**config.mk**
```make
export PLATFORM = sky130hd
export DESIGN_NAME = pool_window_gen
export DESIGN_NICKNAME = d
export VERILOG_FILES = /design/src/rtl/pool_pkg.sv /design/src/rtl/pool_line_buf.sv /design/src/rtl/pool_window_gen.sv
export SDC_FILE = /design/constraint.sdc
export NUM_CORES = 1
export LEC_CHECK = 0
export CAP_MARGIN = 20
export CORE_UTILIZATION = 45
export CTS_CLUSTER_DIAMETER = 150
export CTS_CLUSTER_SIZE = 25
export DETAILED_ROUTE_END_ITERATION = 7
export RECOVER_POWER = 100
export SYNTH_ARGS = -nofsm -noshare
export SYNTH_HDL_FRONTEND = slang
export SYNTH_SLANG_ARGS = --single-unit
```
**constraint.sdc**
```tcl
create_clock -name clk -period 3.21 [get_ports clk]
set_clock_uncertainty 0.2 [all_clocks]
set_input_delay 0.321 -clock clk [delete_from_list [all_inputs] [get_ports clk]]
set_output_delay 0.321 -clock clk [all_outputs]
set_load 0.05 [all_outputs]
```
**src/rtl/pool_pkg.sv**
```systemverilog
// Shared definitions for the 2x2 pooling path: block lane layout, default geometries, lane helper.
// Latency: n/a (package).
// Backpressure: n/a (package).
package pool_pkg;

    // Lane positions of the four window pixels inside a flattened 4N-bit block.
    localparam int LANE_TL = 3;
    localparam int LANE_TR = 2;
    localparam int LANE_BL = 1;
    localparam int LANE_BR = 0;

    // Default stream geometries of the two conv stages feeding the poolers.
    localparam int CONV1_N     = 16;
    localparam int CONV1_IMG_W = 28;
    localparam int CONV1_IMG_H = 28;
    localparam int CONV2_N     = 16;
    localparam int CONV2_IMG_W = 10;
    localparam int CONV2_IMG_H = 10;

    // Widest pixel the lane helper handles.
    localparam int LANE_MAX_W = 32;

    // Extract lane 'lane' of an n-bit-per-lane block (block zero-extended to 4*LANE_MAX_W).
    function automatic logic [LANE_MAX_W-1:0] lane_slice(input logic [4*LANE_MAX_W-1:0] blk,
                                                        input int lane, input int n);
        logic [4*LANE_MAX_W-1:0] mask;
        mask = (128'(1) << n) - 128'(1);
        return LANE_MAX_W'((blk >> (lane * n)) & mask);
    endfunction

endpackage

```
**src/rtl/pool_line_buf.sv**
```systemverilog
// One-row pixel store with a single write port and two combinational taps at raddr-1 and raddr.
// Latency: write visible on the cycle after we; reads are combinational.
// Backpressure: none; the caller gates we.
module pool_line_buf #(
    parameter int N     = 16,
    parameter int DEPTH = 28,
    parameter int AW    = 5
) (
    input  logic          clk,
    input  logic          we,
    input  logic [AW-1:0] waddr,
    input  logic [N-1:0]  wdata,
    input  logic [AW-1:0] raddr,
    output logic [N-1:0]  rdata_left,
    output logic [N-1:0]  rdata_right
);

    logic [N-1:0]  mem [DEPTH];
    logic [AW-1:0] left_addr;

    // Row storage; contents are never reset, every entry is rewritten before it is read.
    always_ff @(posedge clk) begin
        if (we) begin
            mem[waddr] <= wdata;
        end
    end

    // raddr is always odd when the taps are used, so raddr-1 never wraps.
    assign left_addr   = raddr - AW'(1);
    assign rdata_left  = mem[left_addr];
    assign rdata_right = mem[raddr];

endmodule

```
**src/rtl/pool_window_gen.sv**
```systemverilog
// Turns a raster pixel stream into non-overlapping 2x2 windows packed as {TL,TR,BL,BR}.
// Latency: block registered 1 cycle after its bottom-right pixel is accepted.
// Backpressure: pix_ready = !blk_valid || blk_ready; a pending untaken block stalls all input.
module pool_window_gen
    import pool_pkg::*;
#(
    parameter int N     = CONV1_N,
    parameter int IMG_W = CONV1_IMG_W,
    parameter int IMG_H = CONV1_IMG_H
) (
    input  logic           clk,
    input  logic           rst_n,
    input  logic           pix_valid,
    output logic           pix_ready,
    input  logic [N-1:0]   pix_data,
    output logic           blk_valid,
    input  logic           blk_ready,
    output logic [4*N-1:0] blk_data,
    output logic           blk_last
);

    localparam int CW = (IMG_W > 1) ? $clog2(IMG_W) : 1;
    localparam int RW = (IMG_H > 1) ? $clog2(IMG_H) : 1;
    localparam logic [CW-1:0] COL_MAX = CW'(IMG_W - 1);
    localparam logic [RW-1:0] ROW_MAX = RW'(IMG_H - 1);

    // Windows only tile the frame exactly for even dimensions.
    if ((IMG_W % 2) != 0 || IMG_W < 2 || (IMG_H % 2) != 0 || IMG_H < 2) begin : g_bad_geometry
        $fatal(1, "pool_window_gen: IMG_W and IMG_H must be even and >= 2");
    end

    logic [CW-1:0]  col;
    logic [RW-1:0]  row;
    logic [N-1:0]   bl_reg;
    logic [N-1:0]   top_left;
    logic [N-1:0]   top_right;
    logic [4*N-1:0] blk_next;
    logic           pix_acc;
    logic           row_odd;
    logic           col_odd;
    logic           blk_load;

    assign pix_ready = !blk_valid || blk_ready;
    assign pix_acc   = pix_valid && pix_ready;
    assign row_odd   = row[0];
    assign col_odd   = col[0];
    assign blk_load  = pix_acc && row_odd && col_odd;

    pool_line_buf #(
        .N     (N),
        .DEPTH (IMG_W),
        .AW    (CW)
    ) u_line_buf (
        .clk         (clk),
        .we          (pix_acc && !row_odd),
        .waddr       (col),
        .wdata       (pix_data),
        .raddr       (col),
        .rdata_left  (top_left),
        .rdata_right (top_right)
    );

    // Pack the window being completed by the current pixel.
    always_comb begin
        blk_next = '0;
        blk_next[LANE_TL*N +: N] = top_left;
        blk_next[LANE_TR*N +: N] = top_right;
        blk_next[LANE_BL*N +: N] = bl_reg;
        blk_next[LANE_BR*N +: N] = pix_data;
    end

    // Raster position; advances only on accepted pixels and wraps frame to frame without a bubble.
    always_ff @(posedge clk) begin
        if (!rst_n) begin
            col <= '0;
            row <= '0;
        end else if (pix_acc) begin
            if (col == COL_MAX) begin
                col <= '0;
                row <= (row == ROW_MAX) ? '0 : row + RW'(1);
            end else begin
                col <= col + CW'(1);
            end
        end
    end

    // Bottom-left pixel of the window, captured on odd rows at even columns.
    always_ff @(posedge clk) begin
        if (pix_acc && row_odd && !col_odd) begin
            bl_reg <= pix_data;
        end
    end

    // Output register: loads on a completed window, holds while stalled, clears after a transfer.
    always_ff @(posedge clk) begin
        if (!rst_n) begin
            blk_valid <= 1'b0;
            blk_data  <= '0;
            blk_last  <= 1'b0;
        end else if (blk_load) begin
            blk_valid <= 1'b1;
            blk_data  <= blk_next;
            blk_last  <= (row == ROW_MAX) && (col == COL_MAX);
        end else if (blk_ready) begin
            blk_valid <= 1'b0;
        end
    end

endmodule

```
==> metrics.md <==
| Metric | Value |
|---|---|
| CP max FO | `31` |
| Vias per cell | `6.35` |
| Status | `finished, violations left` |
| Maximum clock frequency | `0.332 GHz` |
| Synth Flop Type | `edfxtp_1` |
| Clock Sinks | `540` |
| Fin. Hold Viols | `0` |
| Power Density | `490 mW/mm2` |
| Max reg flops | `448` |
| 1st-iter DRT viols | `1526` |
| Fin nets | `1559` |
| Final ANT Viol Nets | `0` |
| Number of global-route vias before repair | `13883` |
| Maximum clock insertion buffer count | `3` |
| Fin crit share | `0.938` |
| Ys async rst share | `0` |
| Ranking of synthesized cells by area | `edfxtp_1 (57%), mux4_2 (17%), dfxtp_1 (6.2%)` |
| Die Ht | `235 um` |
| Htree depth | `1` |
| Hold Path Class | `input pin to register` |
| Failing checks | `capacitance limit, slew limit` |
| Detailed-route DRC error count | `0` |
| CTS buffer count | `25` |
| Postcts setup bufs | `0` |
| CTS hold repair buffers | `0` |
| Critical path arrival | `3.04 ns` |
| WL per Instance | `29.4 um` |
| Resized cells post-CTS | `0` |
| Worst-Skew Late Latency | `0.60 ns` |
| Gr ovfl total | `0` |
| DRT Wirelength | `66000 um` |
| Actual slew at the worst max-slew pin | `1.93 ns` |
| CTS tree | `yes` |
| IO buf count | `86` |
| Seq cells post-synth | `540` |
| Slew Limit Fails | `248` |
| Initial Utilization | `0.460` |
| Number of cells produced by synthesis | `1429` |
| Row count | `84` |
| Final setup fails | `0` |
| Via Count | `14229` |
| I/O pin cnt | `87` |
| Critical Path RT | `3.24 ns` |
| Gpl congestion | `0.829` |
| Area Overhead vs Synth | `10.5%` |
| CP startpoint kind | `register` |
| Post-synthesis sequential area ratio | `0.634` |
| Nature of the critical path endpoint | `register` |
| Share of layout cells above drive strength 1 | `0.216` |
| Largest net degree at the start of global routing | `50` |
| LEAKAGE | `8.58 nW` |
| DP Wirelength | `42400 um` |
| Final design instance area without fill | `0.0269 mm2` |
| Post-synth top area share | `0.572` |
| Ys Warns | `0` |
| Total Power | `13.2 mW` |
| Synth Cell Area | `0.0244 mm2` |
| Max-slew headroom | `-0.284` |
| First-pass GRT wire length | `95600 um` |
| Syn_nets | `1454` |
| Drt first pass iters | `5` |
| Synth unique cells | `53` |
| Die ar. | `0.0551 mm2` |
| Antenna violations before repair | `4` |
| Tmin final | `3.01 ns` |
| Synth area leader | `edfxtp_1` |
| Worst IR Drop VDD | `0.433 mV` |
| Die Wd | `235 um` |
| Root buf cell | `clkbuf_16` |
| Post-synth EDFFs | `464` |
| Max_cap viols | `8` |
| GRT Overall Usage | `0.236` |
| Clock Pin Slew Worst Setup and Hold Paths | `0.10 ns` |
| Core ar. | `0.0530 mm2` |
| WS Path Type | `register to register` |
| Area after DPL | `0.0266 mm2` |
| Final TNS setup | `0 ns` |
| Final hold slack | `0.149 ns` |
| Mean Syn Cell Area | `17.0 um2` |
| RSZ-0062 raised after global routing | `false` |
-- where the power goes --
group	internal [mW]	switching (mW)
clock	1.50	2.16
sequential	7.65	0.0320
combinational	0.828	1.02
total	9.98	3.22
-- cell usage after synthesis, types with 8 or more instances --
library cell  instances
clkbuf_1             35
dfxtp_1              76
mux4_2              183
nand3_1              10
o211a_1               8
a21boi_0             35
nand2_1             103
a21oi_1              56
edfxtp_1            464
buf_6                10
nor2_1               57
a22oi_1              32
mux2i_1             111
a31oi_1              18
mux2_2               39
and2_1               10
nor2b_1              15
buf_4                25
o21ai_0              19
buf_2                31
a211o_1              16
-- cells in the final DEF (no fill, tap or decap), types with 16 or more instances in the layout --
cell           count
clkbuf_2          24
buf_4             28
a211o_1           16
a21oi_1           56
mux4_2           183
edfxtp_1         464
mux2i_1          111
a31oi_1           18
a22oi_1           33
nor2_1            49
mux2_2            39
clkbuf_1          54
a21boi_0          36
dlygate4sd3_1     83
clkbuf_16         25
dfxtp_1           72
nand2_1          103
o21ai_0           19
-- worst max-delay path, cell delays in order (launching register included) --
cell      delay (ns)
dfxtp_4         0.53
buf_4           0.51
ha_1            0.24
nand2_1         0.22
nor2_1          0.23
clkbuf_1        0.69
-- cell type report --
type / count / area, um2
diodes: 1 / 2.50
clock buffers: 44 / 697
clock inverters: 2 / 20.0
fillers: 4449 / 26100
inverters: 5 / 18.8
multi-input cells: 777 / 8310
flip-flops and latches: 540 / 15500
well taps: 688 / 861
repair buffers: 185 / 1540
-- metrics by stage --
step | utilization | std cells | worst slack, ns
2_1_floorplan | - | 1429 | 0.274
3_3_place_gp | 0.503 | 2195 | 0.292
3_5_place_dp | 0.503 | 2195 | 0.279
4_1_cts | 0.516 | 2241 | 0.261
5_1_grt | 0.508 | 2242 | 0.0675
6_report | 0.508 | 2242 | 0.199
-- final timing paths --
check / startpoint / to / slack, ns / depth (start not counted)
max: col[1] / u_line_buf.mem[26][5] / 0.20 / 5
min: rst_n / blk_data[2] / 0.15 / 2
max reg2reg: col[1] / u_line_buf.mem[26][5] / 0.20 / 5
min reg2reg: blk_data[28] / blk_data[28] / 0.27 / 2
-- cells by family (layout without fill, tap and decap cells) --
group / Yosys count / count (layout) / share of synthesized area
flip-flops: 540 / 540 / 0.634
other: 0 / 1 / 0
multiplexers: 333 / 333 / 0.233
XOR/XNOR: 5 / 5 / 0.00180
adder cells (fa/ha/maj): 5 / 5 / 0.00257
buffers and inverters: 112 / 236 / 0.0267
AO/OA/AOI/OAI: 217 / 217 / 0.0622
AND/OR/NAND/NOR: 217 / 217 / 0.0395
-- layer usage --
| layer | routed length (um) | up-vias | track usage | share of wire |
|---|---|---|---|---|
| li1 | - | 5990 | - | - |
| met1 | 28800 | 7594 | 0.343 | 0.44 |
| met2 | 31500 | 570 | 0.381 | 0.48 |
| met3 | 4130 | 75 | 0.0294 | 0.063 |
| met4 | 1580 | 0 | 0.0584 | 0.024 |
| met5 | 0 | - | 0 | 0 |
Note: power is estimated with default switching activity, not from simulation.
